### src/rtl/alu_arbiter.sv
// ---------------------------------------------------------------------------
// alu_arbiter
//
// Shares one external combinational ALU between two requesters
// (0 = core pipeline, 1 = sensor/motor coprocessor). Only one operation is
// in flight at a time. Each operation goes through IDLE -> EXEC -> RESP.
//
// Configuration macro: ALU_ARB_ROUND_ROBIN_EN
//   defined   : round-robin on simultaneous requests. A pointer remembers
//               which requester wins the next tie.
//   undefined : fixed priority. Requester 0 wins ties. There is no pointer.
//
// Ports
//   clk, rst                 rising-edge clock, synchronous active-high reset
//   reqN_valid/ready_o       request handshake for requester N
//   reqN_a, reqN_b, reqN_op  operands and 4-bit ALU control code
//   rspN_valid_o/rspN_ready  response handshake for requester N
//   rspN_result_o/zero_o/err_o  response payload (err = illegal opcode)
//   alu_a_o/b_o/ctrl_o       operands and control sent to the shared ALU
//   alu_result, alu_zero     result returned by the shared ALU
//   state_o                  debug view of the FSM state (IDLE=0, EXEC=1, RESP=2)
//
// Handshake rules (both directions):
//   A transfer happens on a rising edge where valid and ready are both high.
//   On the request side, ready_o is combinational from valid, so a requester
//   may drop valid before it is accepted. On the response side, valid_o and
//   its payload stay stable until the transfer happens.
// ---------------------------------------------------------------------------
module alu_arbiter (
    input  logic        clk,
    input  logic        rst,
    input  logic        req0_valid,
    output logic        req0_ready_o,
    input  logic [31:0] req0_a,
    input  logic [31:0] req0_b,
    input  logic [3:0]  req0_op,
    input  logic        req1_valid,
    output logic        req1_ready_o,
    input  logic [31:0] req1_a,
    input  logic [31:0] req1_b,
    input  logic [3:0]  req1_op,
    output logic        rsp0_valid_o,
    input  logic        rsp0_ready,
    output logic [31:0] rsp0_result_o,
    output logic        rsp0_zero_o,
    output logic        rsp0_err_o,
    output logic        rsp1_valid_o,
    input  logic        rsp1_ready,
    output logic [31:0] rsp1_result_o,
    output logic        rsp1_zero_o,
    output logic        rsp1_err_o,
    output logic [31:0] alu_a_o,
    output logic [31:0] alu_b_o,
    output logic [3:0]  alu_ctrl_o,
    input  logic [31:0] alu_result,
    input  logic        alu_zero,
    output logic [1:0]  state_o
);

    typedef enum logic [1:0] {
        IDLE = 2'd0,
        EXEC = 2'd1,
        RESP = 2'd2
    } state_t;

    localparam logic [3:0] OP_ADD = 4'b0000;
    localparam logic [3:0] OP_SUB = 4'b1000;
    localparam logic [3:0] OP_AND = 4'b0111;
    localparam logic [3:0] OP_OR  = 4'b0110;
    localparam logic [3:0] OP_XOR = 4'b0100;
    localparam logic [3:0] OP_SLL = 4'b0001;
    localparam logic [3:0] OP_SRL = 4'b0101;

    function automatic logic op_legal(input logic [3:0] op);
        case (op)
            OP_ADD, OP_SUB, OP_AND, OP_OR, OP_XOR, OP_SLL, OP_SRL: op_legal = 1'b1;
            default:                                              op_legal = 1'b0;
        endcase
    endfunction

    state_t      state_q,  state_d;
    logic [31:0] a_q,      a_d;
    logic [31:0] b_q,      b_d;
    logic [3:0]  op_q,     op_d;
    logic        sel_q,    sel_d;
    logic [31:0] result_q, result_d;
    logic        zero_q,   zero_d;
    logic        err_q,    err_d;

    logic gnt0, gnt1;
    logic acc0, acc1;
    logic legal_q;

`ifdef ALU_ARB_ROUND_ROBIN_EN
    // 1 means requester 1 wins the next tie.
    logic rr_ptr_q, rr_ptr_d;
`endif

    assign legal_q = op_legal(op_q);

    // Grant selection. This logic only looks at the valids. The FSM state
    // and reset gate the grant further down, where the readies are formed.
    always_comb begin
        gnt0 = 1'b0;
        gnt1 = 1'b0;
`ifdef ALU_ARB_ROUND_ROBIN_EN
        if (req0_valid && req1_valid) begin
            gnt0 = ~rr_ptr_q;
            gnt1 = rr_ptr_q;
        end else begin
            gnt0 = req0_valid;
            gnt1 = req1_valid;
        end
`else
        gnt0 = req0_valid;
        gnt1 = req1_valid & ~req0_valid;
`endif
    end

    // Readies are held low during reset, so nothing is accepted while rst is high.
    assign req0_ready_o = ~rst & (state_q == IDLE) & gnt0;
    assign req1_ready_o = ~rst & (state_q == IDLE) & gnt1;
    assign acc0         = req0_ready_o;
    assign acc1         = req1_ready_o;

    always_comb begin
        state_d  = state_q;
        a_d      = a_q;
        b_d      = b_q;
        op_d     = op_q;
        sel_d    = sel_q;
        result_d = result_q;
        zero_d   = zero_q;
        err_d    = err_q;
`ifdef ALU_ARB_ROUND_ROBIN_EN
        rr_ptr_d = rr_ptr_q;
`endif
        case (state_q)
            IDLE: begin
                if (acc0 || acc1) begin
                    a_d     = acc1 ? req1_a  : req0_a;
                    b_d     = acc1 ? req1_b  : req0_b;
                    op_d    = acc1 ? req1_op : req0_op;
                    sel_d   = acc1;
                    state_d = EXEC;
`ifdef ALU_ARB_ROUND_ROBIN_EN
                    // The requester that was just served loses the next tie.
                    rr_ptr_d = acc0;
`endif
                end
            end
            EXEC: begin
                // An illegal opcode still uses its EXEC slot. The ALU output
                // is ignored and the error response is returned instead.
                if (legal_q) begin
                    result_d = alu_result;
                    zero_d   = alu_zero;
                    err_d    = 1'b0;
                end else begin
                    result_d = 32'd0;
                    zero_d   = 1'b1;
                    err_d    = 1'b1;
                end
                state_d = RESP;
            end
            RESP: begin
                if (sel_q ? rsp1_ready : rsp0_ready) begin
                    state_d = IDLE;
                end
            end
            default: state_d = IDLE;
        endcase
    end

    always_ff @(posedge clk) begin
        if (rst) begin
            state_q  <= IDLE;
            a_q      <= 32'd0;
            b_q      <= 32'd0;
            op_q     <= 4'd0;
            sel_q    <= 1'b0;
            result_q <= 32'd0;
            zero_q   <= 1'b0;
            err_q    <= 1'b0;
        end else begin
            state_q  <= state_d;
            a_q      <= a_d;
            b_q      <= b_d;
            op_q     <= op_d;
            sel_q    <= sel_d;
            result_q <= result_d;
            zero_q   <= zero_d;
            err_q    <= err_d;
        end
    end

`ifdef ALU_ARB_ROUND_ROBIN_EN
    always_ff @(posedge clk) begin
        if (rst) begin
            rr_ptr_q <= 1'b0;
        end else begin
            rr_ptr_q <= rr_ptr_d;
        end
    end
`endif

    // The ALU bus is driven only during EXEC, and is zero otherwise.
    // Reset also forces it to zero.
    always_comb begin
        alu_a_o    = 32'd0;
        alu_b_o    = 32'd0;
        alu_ctrl_o = 4'd0;
        if (!rst && state_q == EXEC) begin
            alu_a_o    = a_q;
            alu_b_o    = b_q;
            alu_ctrl_o = legal_q ? op_q : 4'd0;
        end
    end

    // The payload is shown only on the selected channel. The other channel
    // stays at zero.
    always_comb begin
        rsp0_valid_o  = 1'b0;
        rsp1_valid_o  = 1'b0;
        rsp0_result_o = 32'd0;
        rsp0_zero_o   = 1'b0;
        rsp0_err_o    = 1'b0;
        rsp1_result_o = 32'd0;
        rsp1_zero_o   = 1'b0;
        rsp1_err_o    = 1'b0;
        if (!rst && state_q == RESP) begin
            if (sel_q) begin
                rsp1_valid_o  = 1'b1;
                rsp1_result_o = result_q;
                rsp1_zero_o   = zero_q;
                rsp1_err_o    = err_q;
            end else begin
                rsp0_valid_o  = 1'b1;
                rsp0_result_o = result_q;
                rsp0_zero_o   = zero_q;
                rsp0_err_o    = err_q;
            end
        end
    end

    assign state_o = state_q;

endmodule
### config.mk
export PLATFORM = sky130hd
export DESIGN_NAME = alu_arbiter
export DESIGN_NICKNAME = d
export VERILOG_FILES = /design/src/rtl/alu_arbiter.sv
export SDC_FILE = /design/constraint.sdc
export NUM_CORES = 1
export LEC_CHECK = 0
export CAP_MARGIN = 10
export CORE_AREA = 2 2 123 125
export DETAILED_ROUTE_END_ITERATION = 16
export DIE_AREA = 0 0 125 127
export PLACE_DENSITY = 0.78
export SYNTH_ARGS = -nofsm -noshare
export SYNTH_HDL_FRONTEND = slang
export SYNTH_SLANG_ARGS = --single-unit
### constraint.sdc
create_clock -name clk -period 2 [get_ports clk]
set_input_delay 0.6 -clock clk [delete_from_list [all_inputs] [get_ports clk]]
set_output_delay 0.6 -clock clk [all_outputs]
set_load 0.01 [all_outputs]
Word level (Yosys, flattened, before mapping)
Cells that the tools add are included.
{"block": "totals", "regBits": 105, "out_inout_bits": 142, "elab_cells": 64}
{"block": "classes", "n_mux": 31, "n_eq_ne": 10, "bitwise_logic": 6, "n_reduce_logical": 9}
{"operator": "32-bit 2-to-1 mux", "n": 9}
{"operator": "4-bit by 3-bit equality test with 1-bit output, second input constant", "n": 4}
{"operator": "1-bit 2-to-1 mux", "n": 16}
{"operator": "4-bit 2-to-1 mux", "n": 3}
{"operator": "7-bit OR reduction", "n": 1}
{"operator": "2-bit one-hot mux with 3 select lines", "n": 1}
{"operator": "1-bit AND", "n": 4}
{"operator": "4-bit by 1-bit equality test with 1-bit output, second input constant", "n": 1}
{"operator": "4-bit equality test, second input constant", "n": 1}
{"operator": "4-bit zero test", "n": 1}
{"operator": "2-bit 2-to-1 mux", "n": 2}
{"operator": "2-bit AND reduction", "n": 2}
{"operator": "2-bit by 1-bit equality test with 1-bit output, second input constant", "n": 1}
{"operator": "2-bit equality test, second input constant", "n": 1}
{"operator": "1-bit logical AND", "n": 2}
{"operator": "2-bit zero test", "n": 1}
{"operator": "2-bit by 1-bit != test with 1-bit output, second input constant", "n": 1}
{"operator": "2-bit != test, second input constant", "n": 1}
{"operator": "1-bit NOT", "n": 2}
{"operator": "1-bit zero test", "n": 1}
{"operator": "1-bit logical OR", "n": 1}

Depth between registers and ports, before layout
{"block": "depth", "depth_word": 6, "ltp_mapped": 6, "depth_no_buf": 3}

Least setup slack after synthesis
No wires, ideal clock.
{"block": "synth_path", "path_kind": "input -> output", "start": "in rst", "end": "out req1_ready_o", "stages": 5, "arrival_time_ps": 1393, "setup_slack_ps": 7, "required_ps": 1400, "path_cell_list": "buf_4 > nor3_4 > buf_2 > nand2_1 > nor2_1"}
{"block": "synth_via", "elab_chain_len": 3}
{"element": "start: declaration", "line": "31", "rtl": "input logic rst,"}
{"element": "1-bit NOT", "line": "122", "rtl": "assign req1_ready_o = ~rst & (state_q == IDLE) & gnt1;"}
{"element": "1-bit AND (2 in a row)", "line": "122"}
{"element": "end: declaration", "line": "38", "rtl": "output logic req1_ready_o,"}
No other way between the ends.

Worst setup path in the final report
{"block": "layout_path", "start": "in rst", "end": "out alu_a_o[21]"}
{"block": "layout_via", "elab_chain_len": 3}
{"element": "1-bit zero test", "line": "213", "rtl": "if (!rst && state_q == EXEC) begin"}
{"element": "1-bit logical AND", "line": "213"}
{"element": "32-bit 2-to-1 mux", "line": "213"}
{"element": "end: declaration", "line": "52", "rtl": "output logic [31:0] alu_a_o,"}
No other way between the ends.

==> flow_summary.json <==
{
  "outcome": "finished with violations",
  "violations": "negative setup slack",
  "path_buf_inv": 7,
  "slowest_delay_ns": 0.21,
  "syn-num-nets": 736,
  "ant_nets": 0,
  "row_count": 44,
  "hold_violations": 0,
  "cp-start-kind": "input port",
  "tightest_slew_ns": 0.569,
  "fin_cells": 1090,
  "drc": 0,
  "rsz0062_at_grt": "yes",
  "register_area_mm2": 0.00211,
  "hold_path_class": "reg2reg",
  "ys_seq_elements": 105,
  "grt_pass1_wl_um": 29800,
  "coreArea_mm2": 0.0144,
  "slew-limit-headroom_pct": 62.0,
  "netlist_area_mm2": 0.00515,
  "grtUsageTotal_pct": 23.7,
  "final.setup.worst_slack_ns": -0.327,
  "cts_root_buffer": "clkbuf_16",
  "leakage_nw": 4.23,
  "grt_max_degree": 41,
  "power_density_mw_per_mm2": 595,
  "die_h_um": 127,
  "dp_hpwl_um": 12800,
  "synth_top_cell_area_share_pct": 40.8,
  "fin_nets": 1076,
  "num_vias": 5780,
  "drive_gt1_share_pct": 39.2,
  "overflow": 0,
  "cts_tree": "yes",
  "clkPwrFrac_pct": 32.3,
  "p_int_mw": 4.27,
  "synthCells": 561,
  "grt_pass1_vias": 5536,
  "area_growth_pct": 90.3,
  "fillers": 1086,
  "die_x_um": 125,
  "cp_max_fo": 5,
  "n_antenna_cell": 0,
  "start_util_pct": 35.7,
  "power_frac_seq_pct": 42.4,
  "switching_share_pct": 26.8,
  "portBuffers": 316,
  "finalPower_mw": 5.84,
  "pre_cts_slack_ns": -0.623,
  "post-place-cells": 1040,
  "yosys_warnings": 0,
  "p_sw_mw": 1.56,
  "crit_family": "buffers and inverters",
  "clk_path_buf_depth": 2,
  "place_area_mm2": 0.00867,
  "antenna_found_initial": 0,
  "cts_sinks": 105,
  "crit_top_cell": "buf_6",
  "cp_cell_sequence": "buf_8, nor3b_4, buf_6, buf_6, buf_8, buf_12, buf_16, and2_4, buf_6",
  "drt_wl_total_um": 20600,
  "peakVddDrop_v": 0.000358,
  "finalCriticalPeriod_ns": 2.33,
  "max-cap-violations": 0,
  "design_area_mm2": 0.00981,
  "clock_latency_ns": 0.35,
  "ys_seq_area_share_pct": 40.8,
  "arrival_ns": 1.73,
  "fin_util_pct": 68.0,
  "crit_path_end_kind": "output pin",
  "synthDistinctLibCells": 32,
  "drv_slew": 0,
  "gp_congestion": 0.801,
  "crit_required_ns": 1.40,
  "drt-initial-drc-count": 234,
  "wl_per_cell_um": 18.9,
  "io_pins": 317,
  "syn_area_per_cell_um2": 9.19,
  "max_freq_mhz": 430,
  "cpMaxStageDelayCell": "nor3b_4",
  "first_pass_iters": 5,
  "synth_top_area_cell": "dfxtp_1",
  "cts_buffers": 9,
  "synth.area.top_cells": "dfxtp_1, and2_1, o22ai_1, a221oi_1, a221oi_2",
  "p_comb_share_pct": 25.4,
  "fin_worst_skew_ns": 0.00594,
  "period_share_pct": 116,
  "htree_num_levels": 3,
  "clkTransAtPathRegs_ns": 0.06,
  "critical_path_class": "in2out",
  "vias_per_cell": 5.30,
  "multi_input_area_mm2": 0.00276,
  "setup_viol": 139,
  "die-area_mm2": 0.0159
}
area by class of cell:
type,instances,area share (%)
clock inverter,5,0.816
tap,184,2.35
sequential,105,21.5
multi-input combinational,330,28.1
clock buffer,11,2.37
timing repair buffer,385,42.2
inverter,70,2.68
synthesized netlist by cell type:
cell type  count
a211oi_1       2
a21oi_1        1
a221oi_1      48
a221oi_2      20
a22o_1        32
a2bb2oi_1      1
a311oi_1       1
and2_1       134
and3_1         1
and4_1         1
buf_2         26
buf_4          7
buf_6          4
clkbuf_1      13
clkbuf_2       6
dfxtp_1      105
inv_1         70
nand2_1        1
nand2b_1       2
nand2b_2       1
nor2_1         6
nor2_2         1
nor2b_1        1
nor2b_2        1
nor3_4         2
nor3b_4        1
o2111a_1       1
o21a_1         1
o21ai_1        1
o21ba_2        1
o221a_2        1
o22ai_1       68
power groups by stage:
stage          logic, mW  registers, mW  clock network [mW]
4_1_cts             1.46           2.46                1.93
5_1_grt             1.59           2.49                2.01
2_1_floorplan      0.667           2.45                   0
3_5_place_dp        1.33           2.49                   0
6_report            1.48           2.47                1.88
3_3_place_gp        1.30           2.50                   0
layout by cell type (no fill, tap or decap), types with 2 or more instances in the layout:
cell / n
and2_4: 94
buf_8: 3
clkinvlp_4: 2
bufinv_16: 2
dfxtp_2: 2
nor3_4: 2
buf_2: 37
buf_16: 10
dlygate4sd2_1: 2
dfxtp_1: 102
clkdlybuf4s50_1: 173
a22o_1: 32
and2_1: 40
nand2b_4: 2
clkbuf_16: 11
a221oi_1: 48
clkbuf_1: 2
a221oi_2: 20
a211oi_1: 2
buf_4: 25
o22ai_1: 68
nor2_1: 5
inv_1: 69
buf_12: 17
clkdlybuf4s15_2: 3
buf_6: 113
registers in the layout, indices dropped and copies added, names as in the netlist:
name,cells
op_q,4
result_q,32
sel_q,1
err_q,1
a_q,32
zero_q,1
b_q,32
state_o,2
cell families (layout without fill, tap and decap cells):
kind of cell	after synthesis	count (layout)	synth area share, %
AOI/OAI and AO/OA	178	178	29.3
buffers and inverters	126	471	11.0
DFF	105	105	40.8
and+or+nand+nor	152	152	18.9
tightest hold or removal path: stages (launching register included):
cell	delay, ns
dfxtp_1	0.30
inv_1	0.06
a221oi_2	0.05
routing by layer:
metal  vias up  part of all wire [%]  track usage [%]
li1       2698                     -                -
met1      2767                    38             27.4
met2       275                    53             43.1
met3        40                   6.1             4.44
met4         0                   3.2             9.80
met5         -                     0                0
final timing paths:
path | start | to | slack (ns) | depth (start not counted)
max | rst | alu_a_o[21] | -0.33 | 9
min reg2reg | a_q[28] | a_q[28] | 0.46 | 2
max reg2reg | state_o[1] | a_q[16] | 0.33 | 5
min | a_q[28] | a_q[28] | 0.46 | 2
timing repair:
item / in CTS / in global routing
setup buffers: 24 / 2
hold buffers: 0 / 0
setup endpoints to repair: 142 / 140
gates cloned: 11 / 2
resized for setup: 710 / 98
pin swaps: 59 / 12
through the flow:
stage,setup TNS [ns],hold slack [ns]
CTS,-29.86,0.456
floorplan,0,0.438
finish,-26.76,0.456
detailed placement,-81.46,0.446
global route,-33.48,0.467
global placement,-75.56,0.443
(Power assumes the default switching activity.)
